[src/rtl/regfile_gen_pkg.sv]
// +------------------------------------------------------------------+
// | regfile_gen_pkg -- shared state encodings and default parameters  |
// | Rev 1.0                                                           |
// +------------------------------------------------------------------+
`default_nettype none

package regfile_gen_pkg;

  typedef enum logic {
    ST_IDLE  = 1'b0,
    ST_CLEAR = 1'b1
  } state_e;

  localparam int DEF_DATA_W   = 32;
  localparam int DEF_ADDR_W   = 5;
  localparam int DEF_NRD      = 2;
  localparam bit DEF_ZERO_REG = 1'b1;
  localparam bit DEF_BYPASS   = 1'b1;

  function automatic int unsigned depth_of(input int unsigned aw);
    return 32'd1 << aw;
  endfunction

endpackage

`default_nettype wire

[src/rtl/regfile_clr_fsm.sv]
// +------------------------------------------------------------------+
// | regfile_clr_fsm -- clear-sweep controller and clr_ptr counter     |
// | Rev 1.0                                                           |
// +------------------------------------------------------------------+
`default_nettype none

module regfile_clr_fsm
  import regfile_gen_pkg::*;
#(
  parameter int ADDR_W = DEF_ADDR_W
) (
  input  logic              clk,
  input  logic              rst,
  input  logic              clr_req,
  output logic              busy,
  output logic              clr_we,
  output logic [ADDR_W-1:0] clr_addr
);

  localparam logic [ADDR_W-1:0] LAST_PTR = {ADDR_W{1'b1}};

  state_e            state_q;
  logic [ADDR_W-1:0] clr_ptr_q;
  logic              busy_q;

  // Reset lands in CLEAR so the array, which has no reset of its own, is swept.
  always_ff @(posedge clk) begin
    if (rst) begin
      state_q   <= ST_CLEAR;
      clr_ptr_q <= '0;
      busy_q    <= 1'b1;
    end else begin
      case (state_q)
        ST_IDLE: begin
          if (clr_req) begin
            state_q   <= ST_CLEAR;
            clr_ptr_q <= '0;
            busy_q    <= 1'b1;
          end
        end
        ST_CLEAR: begin
          clr_ptr_q <= clr_ptr_q + 1'b1;
          if (clr_ptr_q == LAST_PTR) begin
            state_q <= ST_IDLE;
            busy_q  <= 1'b0;
          end
        end
      endcase
    end
  end

  assign busy     = busy_q;
  assign clr_we   = (state_q == ST_CLEAR);
  assign clr_addr = clr_ptr_q;

endmodule

`default_nettype wire

[src/rtl/regfile_gen.sv]
// +------------------------------------------------------------------+
// | regfile_gen -- byte-masked multi-read register file with clear    |
// | Rev 1.0                                                           |
// +------------------------------------------------------------------+
`default_nettype none

module regfile_gen
  import regfile_gen_pkg::*;
#(
  parameter int DATA_W   = DEF_DATA_W,
  parameter int ADDR_W   = DEF_ADDR_W,
  parameter int NRD      = DEF_NRD,
  parameter bit ZERO_REG = DEF_ZERO_REG,
  parameter bit BYPASS   = DEF_BYPASS
) (
  input  logic                  clk,
  input  logic                  rst,
  input  logic                  wen,
  input  logic [ADDR_W-1:0]     waddr,
  input  logic [DATA_W-1:0]     wdata,
  input  logic [DATA_W/8-1:0]   wstrb,
  input  logic                  clr_req,
  input  logic [NRD*ADDR_W-1:0] raddr,
  output logic [NRD*DATA_W-1:0] rdata,
  input  logic [ADDR_W-1:0]     test_addr,
  output logic [DATA_W-1:0]     test_data,
  output logic                  busy,
  output logic                  wr_drop
);

  localparam int DEPTH = int'(depth_of(ADDR_W));
  localparam int NB    = DATA_W / 8;

  logic [DATA_W-1:0] mem_q [DEPTH];

  logic              clr_we;
  logic [ADDR_W-1:0] clr_addr;
  logic              wr_ok;
  logic              wr_zero;
  logic              wr_eff;
  logic              wr_drop_d;
  logic              wr_drop_q;
  logic [DATA_W-1:0] wmask;
  logic [DATA_W-1:0] wmerge;

  regfile_clr_fsm #(
    .ADDR_W (ADDR_W)
  ) u_clr_fsm (
    .clk      (clk),
    .rst      (rst),
    .clr_req  (clr_req),
    .busy     (busy),
    .clr_we   (clr_we),
    .clr_addr (clr_addr)
  );

  // clr_req beats a same-cycle write; writes under reset vanish without a drop pulse.
  assign wr_ok     = wen & ~rst & ~busy & ~clr_req;
  assign wr_zero   = ZERO_REG && (waddr == '0);
  assign wr_eff    = wr_ok & ~wr_zero;
  assign wr_drop_d = wen & ~rst & (busy | clr_req);

  for (genvar b = 0; b < NB; b++) begin : g_mask
    assign wmask[b*8 +: 8] = {8{wstrb[b]}};
  end

  assign wmerge = (mem_q[waddr] & ~wmask) | (wdata & wmask);

  // Sweep and host write are mutually exclusive since a write needs an idle FSM.
  always_ff @(posedge clk) begin
    if (clr_we) begin
      mem_q[clr_addr] <= '0;
    end else if (wr_eff) begin
      mem_q[waddr] <= wmerge;
    end
  end

  always_ff @(posedge clk) begin
    if (rst) begin
      wr_drop_q <= 1'b0;
    end else begin
      wr_drop_q <= wr_drop_d;
    end
  end

  assign wr_drop = wr_drop_q;

  for (genvar k = 0; k < NRD; k++) begin : g_rd
    logic [ADDR_W-1:0] ra;
    logic [DATA_W-1:0] rd;

    assign ra = raddr[k*ADDR_W +: ADDR_W];

    always_comb begin
      rd = mem_q[ra];
      if (BYPASS && wr_eff && (ra == waddr)) begin
        rd = wmerge;
      end
      if (ZERO_REG && (ra == '0)) begin
        rd = '0;
      end
    end

    assign rdata[k*DATA_W +: DATA_W] = rd;
  end

  assign test_data = (ZERO_REG && (test_addr == '0)) ? '0 : mem_q[test_addr];

endmodule

`default_nettype wire

[config.mk]
export PLATFORM = sky130hd
export DESIGN_NAME = regfile_gen
export DESIGN_NICKNAME = d
export VERILOG_FILES = /design/src/rtl/regfile_gen_pkg.sv /design/src/rtl/regfile_clr_fsm.sv /design/src/rtl/regfile_gen.sv
export SDC_FILE = /design/constraint.sdc
export NUM_CORES = 2
export LEC_CHECK = 0
export CORE_MARGIN = 2
export CORE_UTILIZATION = 53
export DETAILED_ROUTE_END_ITERATION = 7
export DONT_BUFFER_PORTS = 1
export MAX_ROUTING_LAYER = met4
export PLACE_DENSITY = 0.72
export RECOVER_POWER = 100
export SLEW_MARGIN = 15
export SYNTH_ARGS = -nofsm -noshare
export SYNTH_HDL_FRONTEND = slang
export SYNTH_SLANG_ARGS = --single-unit
export TNS_END_PERCENT = 100
[constraint.sdc]
create_clock -name clk -period 13.9 [get_ports clk]
set_input_delay 4.17 -clock clk [delete_from_list [all_inputs] [get_ports clk]]
set_output_delay 4.17 -clock clk [all_outputs]
set_load 0.03 [all_outputs]
After elaboration in Yosys (flattened, before gate mapping)
Memories as Yosys holds them, arrays and structs flattened.
Index checks and enable logic that the tools add are counted.
{ "word_totals": {"register_bits": 8, "mem_bits_rw": 1024, "out_inout_bits": 98, "mem_count": 1} }
{ "memory_table": {"columns": ["name", "words", "width", "rd", "rd_clocked_by_memory_dff", "wr", "line", "source"], "rows": [
  ["mem_q", 32, 32, 4, 0, 1, "regfile_gen.sv:34", "logic [DATA_W-1:0] mem_q [DEPTH];"]
]} }
{ "classes": {"n_addsub": 1, "n_eq_ne": 5, "mux": 21, "bitwise_logic": 15, "reduce_logical": 8} }
{ "ops": {"columns": ["operator", "n"], "rows": [
  ["$mux 32", 6],
  ["$and 32x32->32", 2],
  ["$not 32->32", 1],
  ["$or 32x32->32", 1],
  ["$reduce_or 32->1", 1],
  ["$logic_not 5->1", 4],
  ["$eq 5x5->1", 2],
  ["$mux 1", 10],
  ["$mux 5", 2],
  ["$pmux 5 s2", 1],
  ["$add 5x1->5 const B", 1],
  ["$and 1x1->1", 5],
  ["$eq 5x5->1 const B", 1],
  ["$not 1->1", 5],
  ["$ne 2x2->1 const B", 2],
  ["$pmux 1 s2", 2],
  ["$logic_and 1x1->1", 2],
  ["$reduce_and 2->1", 1],
  ["$or 1x1->1", 1]
]} }

Longest topological paths before layout
{ "depth": {"ltp_word": 10, "mapped_depth": 11, "ltp_nobuf": 6} }

Hierarchy
Synthesis repeated with hierarchy kept, for this count alone.
{ "hier_totals": {"cells_unflattened": 3920, "hier_area_um2": 64972.3} }
{ "modules_own_cells": {"columns": ["mod", "instances", "cells_each", "area_per_inst_um2"], "rows": [
  ["regfile_gen", 1, 3884, 64647.0],
  ["regfile_clr_fsm", 1, 36, 325.3]
]} }

Least setup slack after synthesis
Ideal clock, no wire load.
{ "synth_path": {"path_type": "input to output", "from": "input port waddr[2]", "to": "output port rdata[41]", "arrival_time_ps": 6490, "required_time_ps": 9730, "slack_ps": 3240, "stages": 8, "path_cell_list": "buf_2 > clkbuf_1 > clkbuf_1 > mux4_2 > mux4_2 > nor2b_1 > a211o_1 > a31o_1"} }
{ "synth_via": {"elab_chain_len": 6, "elab_cells_between_ends": 10, "classes_between": "1 x eq/ne; 2 x mux; 4 x bitwise; 2 x reduce/logical; 1 x memory"} }
{ "synth_lines": {"columns": ["element", "line", "source"], "rows": [
  ["start, declared", "regfile_gen.sv:19", "input logic [ADDR_W-1:0] waddr,"],
  ["branches (longest 4 deep; another with $mem_v2 32x32)", null, null],
  ["$mux 32 (*)", "regfile_gen.sv:96", "if (BYPASS && wr_eff && (ra == waddr)) begin"],
  ["$mux 32 (*)", "regfile_gen.sv:99", "if (ZERO_REG && (ra == '0)) begin"],
  ["end, declared", "regfile_gen.sv:24", "output logic [NRD*DATA_W-1:0] rdata,"]
]} }
Every way passes the cells marked *.

Final worst setup path
{ "layout_path": {"from": "input port waddr[0]", "to": "output port rdata[34]"} }
The elaborated chain is that of the path after synthesis.

==> flow_summary.yaml <==
logic_synthesis:
  synth_area_um2: 65300
  seq_area_frac_synth: 0.474
  synth_edf_count: 1024
  yosys_warnings: 0
  ys_ff_latch: 1032
  syn-instance-count: 3536
  ys_async_sr_fraction: 0
  syn_nets: 3598
  ys_types: 41
  synth_ff_type: "edfxtp_1"
  syn_avg_cell_area_um2: 18.5
power:
  power_w: 0.00697
  ir_drop_v: 0.000121
  p_leak_nw: 17.9
  power_density_nw_per_um2: 99.9
sta:
  tightest_slew_ps: 4690
  post-route-period-util: 0.902
  fin_tns_setup_ps: 0
  finalClockSkew_ps: 21.5
  final_hold_viol_count: 0
  max-slew-margin-rel: -2.13
  setup_violations: 0
  rsz0062_at_grt: "false"
  maxSlewViolCount: 1199
  fmax_mhz: 79.7
  period_minus_slack_ps: 12540
drt:
  drc: 0
  dr_wl_met2_um: 100000
  highest_layer: "met4"
  viasPerCell: 8.17
  wl_met1_um: 72000
  vias: 41500
  dr.pass1.iters: 6
  wl_per_cell_um: 42.8
  drt_iter0_markers: 7051
  ant_nets: 0
  met3WireLength_um: 32300
  wirelength_um: 217000
clock_network:
  cts_hold_buf: 0
  clkLatencyLatePin_ps: 710
  htreeDepth: 3
  cts_resized: 0
  tritoncts: "built"
  clock_sinks: 1032
  clk_path_buf_depth: 3
  clk_pin_slew_ps: 60
  cts_setup_buffers: 0
  root_buffer: "clkbuf_16"
  cts_made_buffers: 110
layout:
  post-route-util: 0.572
  layout_common_cells: "1152 x mux4_2, 1024 x edfxtp_1, 218 x nor2_1, 162 x mux2i_1, 135 x a21oi_1"
  drive_above_1_share: 0.428
  mostFrequentLayoutCell: "mux4_2"
  syn_to_final_growth_pct: 6.96
  layout.nets: 3415
hold_path:
  hold_path_class: "flop to flop"
floorplanning:
  initial_core_util: 0.535
  coreArea_um2: 122000
  ios: 158
  die_height_um: 355
  rows: 128
  die_area_um2: 126000
  die-width_um: 355
global_route:
  antenna_found_initial: 8
  grt_max_degree: 263
  grtUsageTotal: 0.359
  gr-total-overflow: 0
  grt_pass1_vias: 42100
  grt_pass1_wl_um: 311000
worst_setup_path:
  path_class: "input port to output pin"
  cp_top_family: "simple AND/OR/NAND/NOR gates"
  slowest_stage: "clkbuf_2"
  path_cells: "or3_1 -> o21a_1 -> and4_2 -> clkbuf_2 -> or3_2 -> buf_4 -> o22ai_1 -> a31o_1"
  cp.buffers_inverters: 2
  end_kind: "output pin"
  start_kind: "input port"
  worst_path_largest_cell_delay_ps: 790
  critPathArrivalTime_ps: 8370
  cp.required_ps: 9730
  path_max_fanout: 262
placed_design:
  portBuffers: 0
  dp_hpwl_um: 112000
  routabilityCongestion: 0.913
run_status:
  status: "finished, violations left"
  violations: "capacitance limit, slew limit"
job:
  max_cap_viol_count: 47
[area by class of cell]
cell class | count | area, µm²
diodes | 10 | 25.0
clock buffers | 133 | 2900
clock inverters | 67 | 702
fillers | 8962 | 52200
inverters | 2 | 7.51
multi-input cells | 2136 | 32900
flip-flops and latches | 1032 | 30900
well taps | 1625 | 2030
repair buffers | 71 | 292
[synth_stat cells, types with 4 or more instances]
cell	instances	area (µm²)
nor2_1	234	878
edfxtp_1	1024	30700
o21ai_1	4	20.0
o22ai_1	64	400
a31o_1	64	561
buf_4	5	37.5
buf_2	79	395
a211o_1	32	280
mux4_2	1152	25900
a31oi_1	4	25.0
dfxtp_1	8	160
mux2i_1	162	1620
xnor2_1	4	35.0
nand2b_1	36	225
buf_6	9	101
nand2_1	44	165
buf_1	61	229
nor2b_1	33	206
a21oi_1	135	676
xor2_1	6	52.6
mux2_2	129	1450
clkbuf_1	212	796
nor3_1	6	30.0
[cell families after synthesis]
group / after synthesis / synth area share
AND/OR/NAND/NOR: 373 / 0.0253
flip-flops: 1032 / 0.474
multiplexers: 1443 / 0.445
XOR/XNOR: 10 / 0.00134
adder cells (fa/ha/maj): 2 / 0.000383
buffers and inverters: 368 / 0.0240
AO/OA/AOI/OAI: 308 / 0.0306
[power breakdown]
part / internal [W] / leakage (nW) / switching (W)
Combinational: 0.000298 / 8.47 / 0.000243
Clock: 0.00174 / 1.77 / 0.00125
Sequential: 0.00342 / 7.62 / 0.0000311
Total: 0.00545 / 17.9 / 0.00152
[worst paths after layout]
check	endpoint	start	cells past startpoint	slack, ps
setup reg to reg	mem_q[14][7]	u_clr_fsm.clr_we	7	6290
hold reg to reg	u_clr_fsm.clr_addr[3]	u_clr_fsm.clr_addr[3]	2	540
hold / removal	u_clr_fsm.clr_addr[3]	u_clr_fsm.clr_addr[3]	2	540
setup / recovery	rdata[34]	waddr[0]	8	1360
[metrics by stage]
stage | worst slack (ps) | cells | area [µm²] | hold slack (ps)
4_1_cts | 2250 | 5066 | 70100 | 529
5_1_grt | 1370 | 5073 | 69800 | 563
3_3_place_gp | 2360 | 4866 | 66500 | 524
6_report | 1360 | 5076 | 69800 | 538
2_1_floorplan | 3240 | 3536 | 65300 | 497
3_5_place_dp | 2250 | 4866 | 66500 | 520
[state kept, by name (all words and copies together) (netlist names)]
register            flops
u_clr_fsm.clr_addr      5
mem_q                1024
wr_drop                 1
u_clr_fsm.clr_we        1
u_clr_fsm.busy          1
[routing by layer]
| layer | GRT usage | up-vias |
|---|---|---|
| met3 | 0.108 | 773 |
| met5 | - | - |
| met4 | 0.164 | 0 |
| met2 | 0.533 | 3930 |
| met1 | 0.459 | 21500 |
| li1 | - | 15300 |
[tightest hold or removal path, stage by stage, from the launching register on]
cell	delay, ps
dfxtp_1	350
o21ai_0	90
a21oi_1	60
Power figures use the tool's default switching activity.
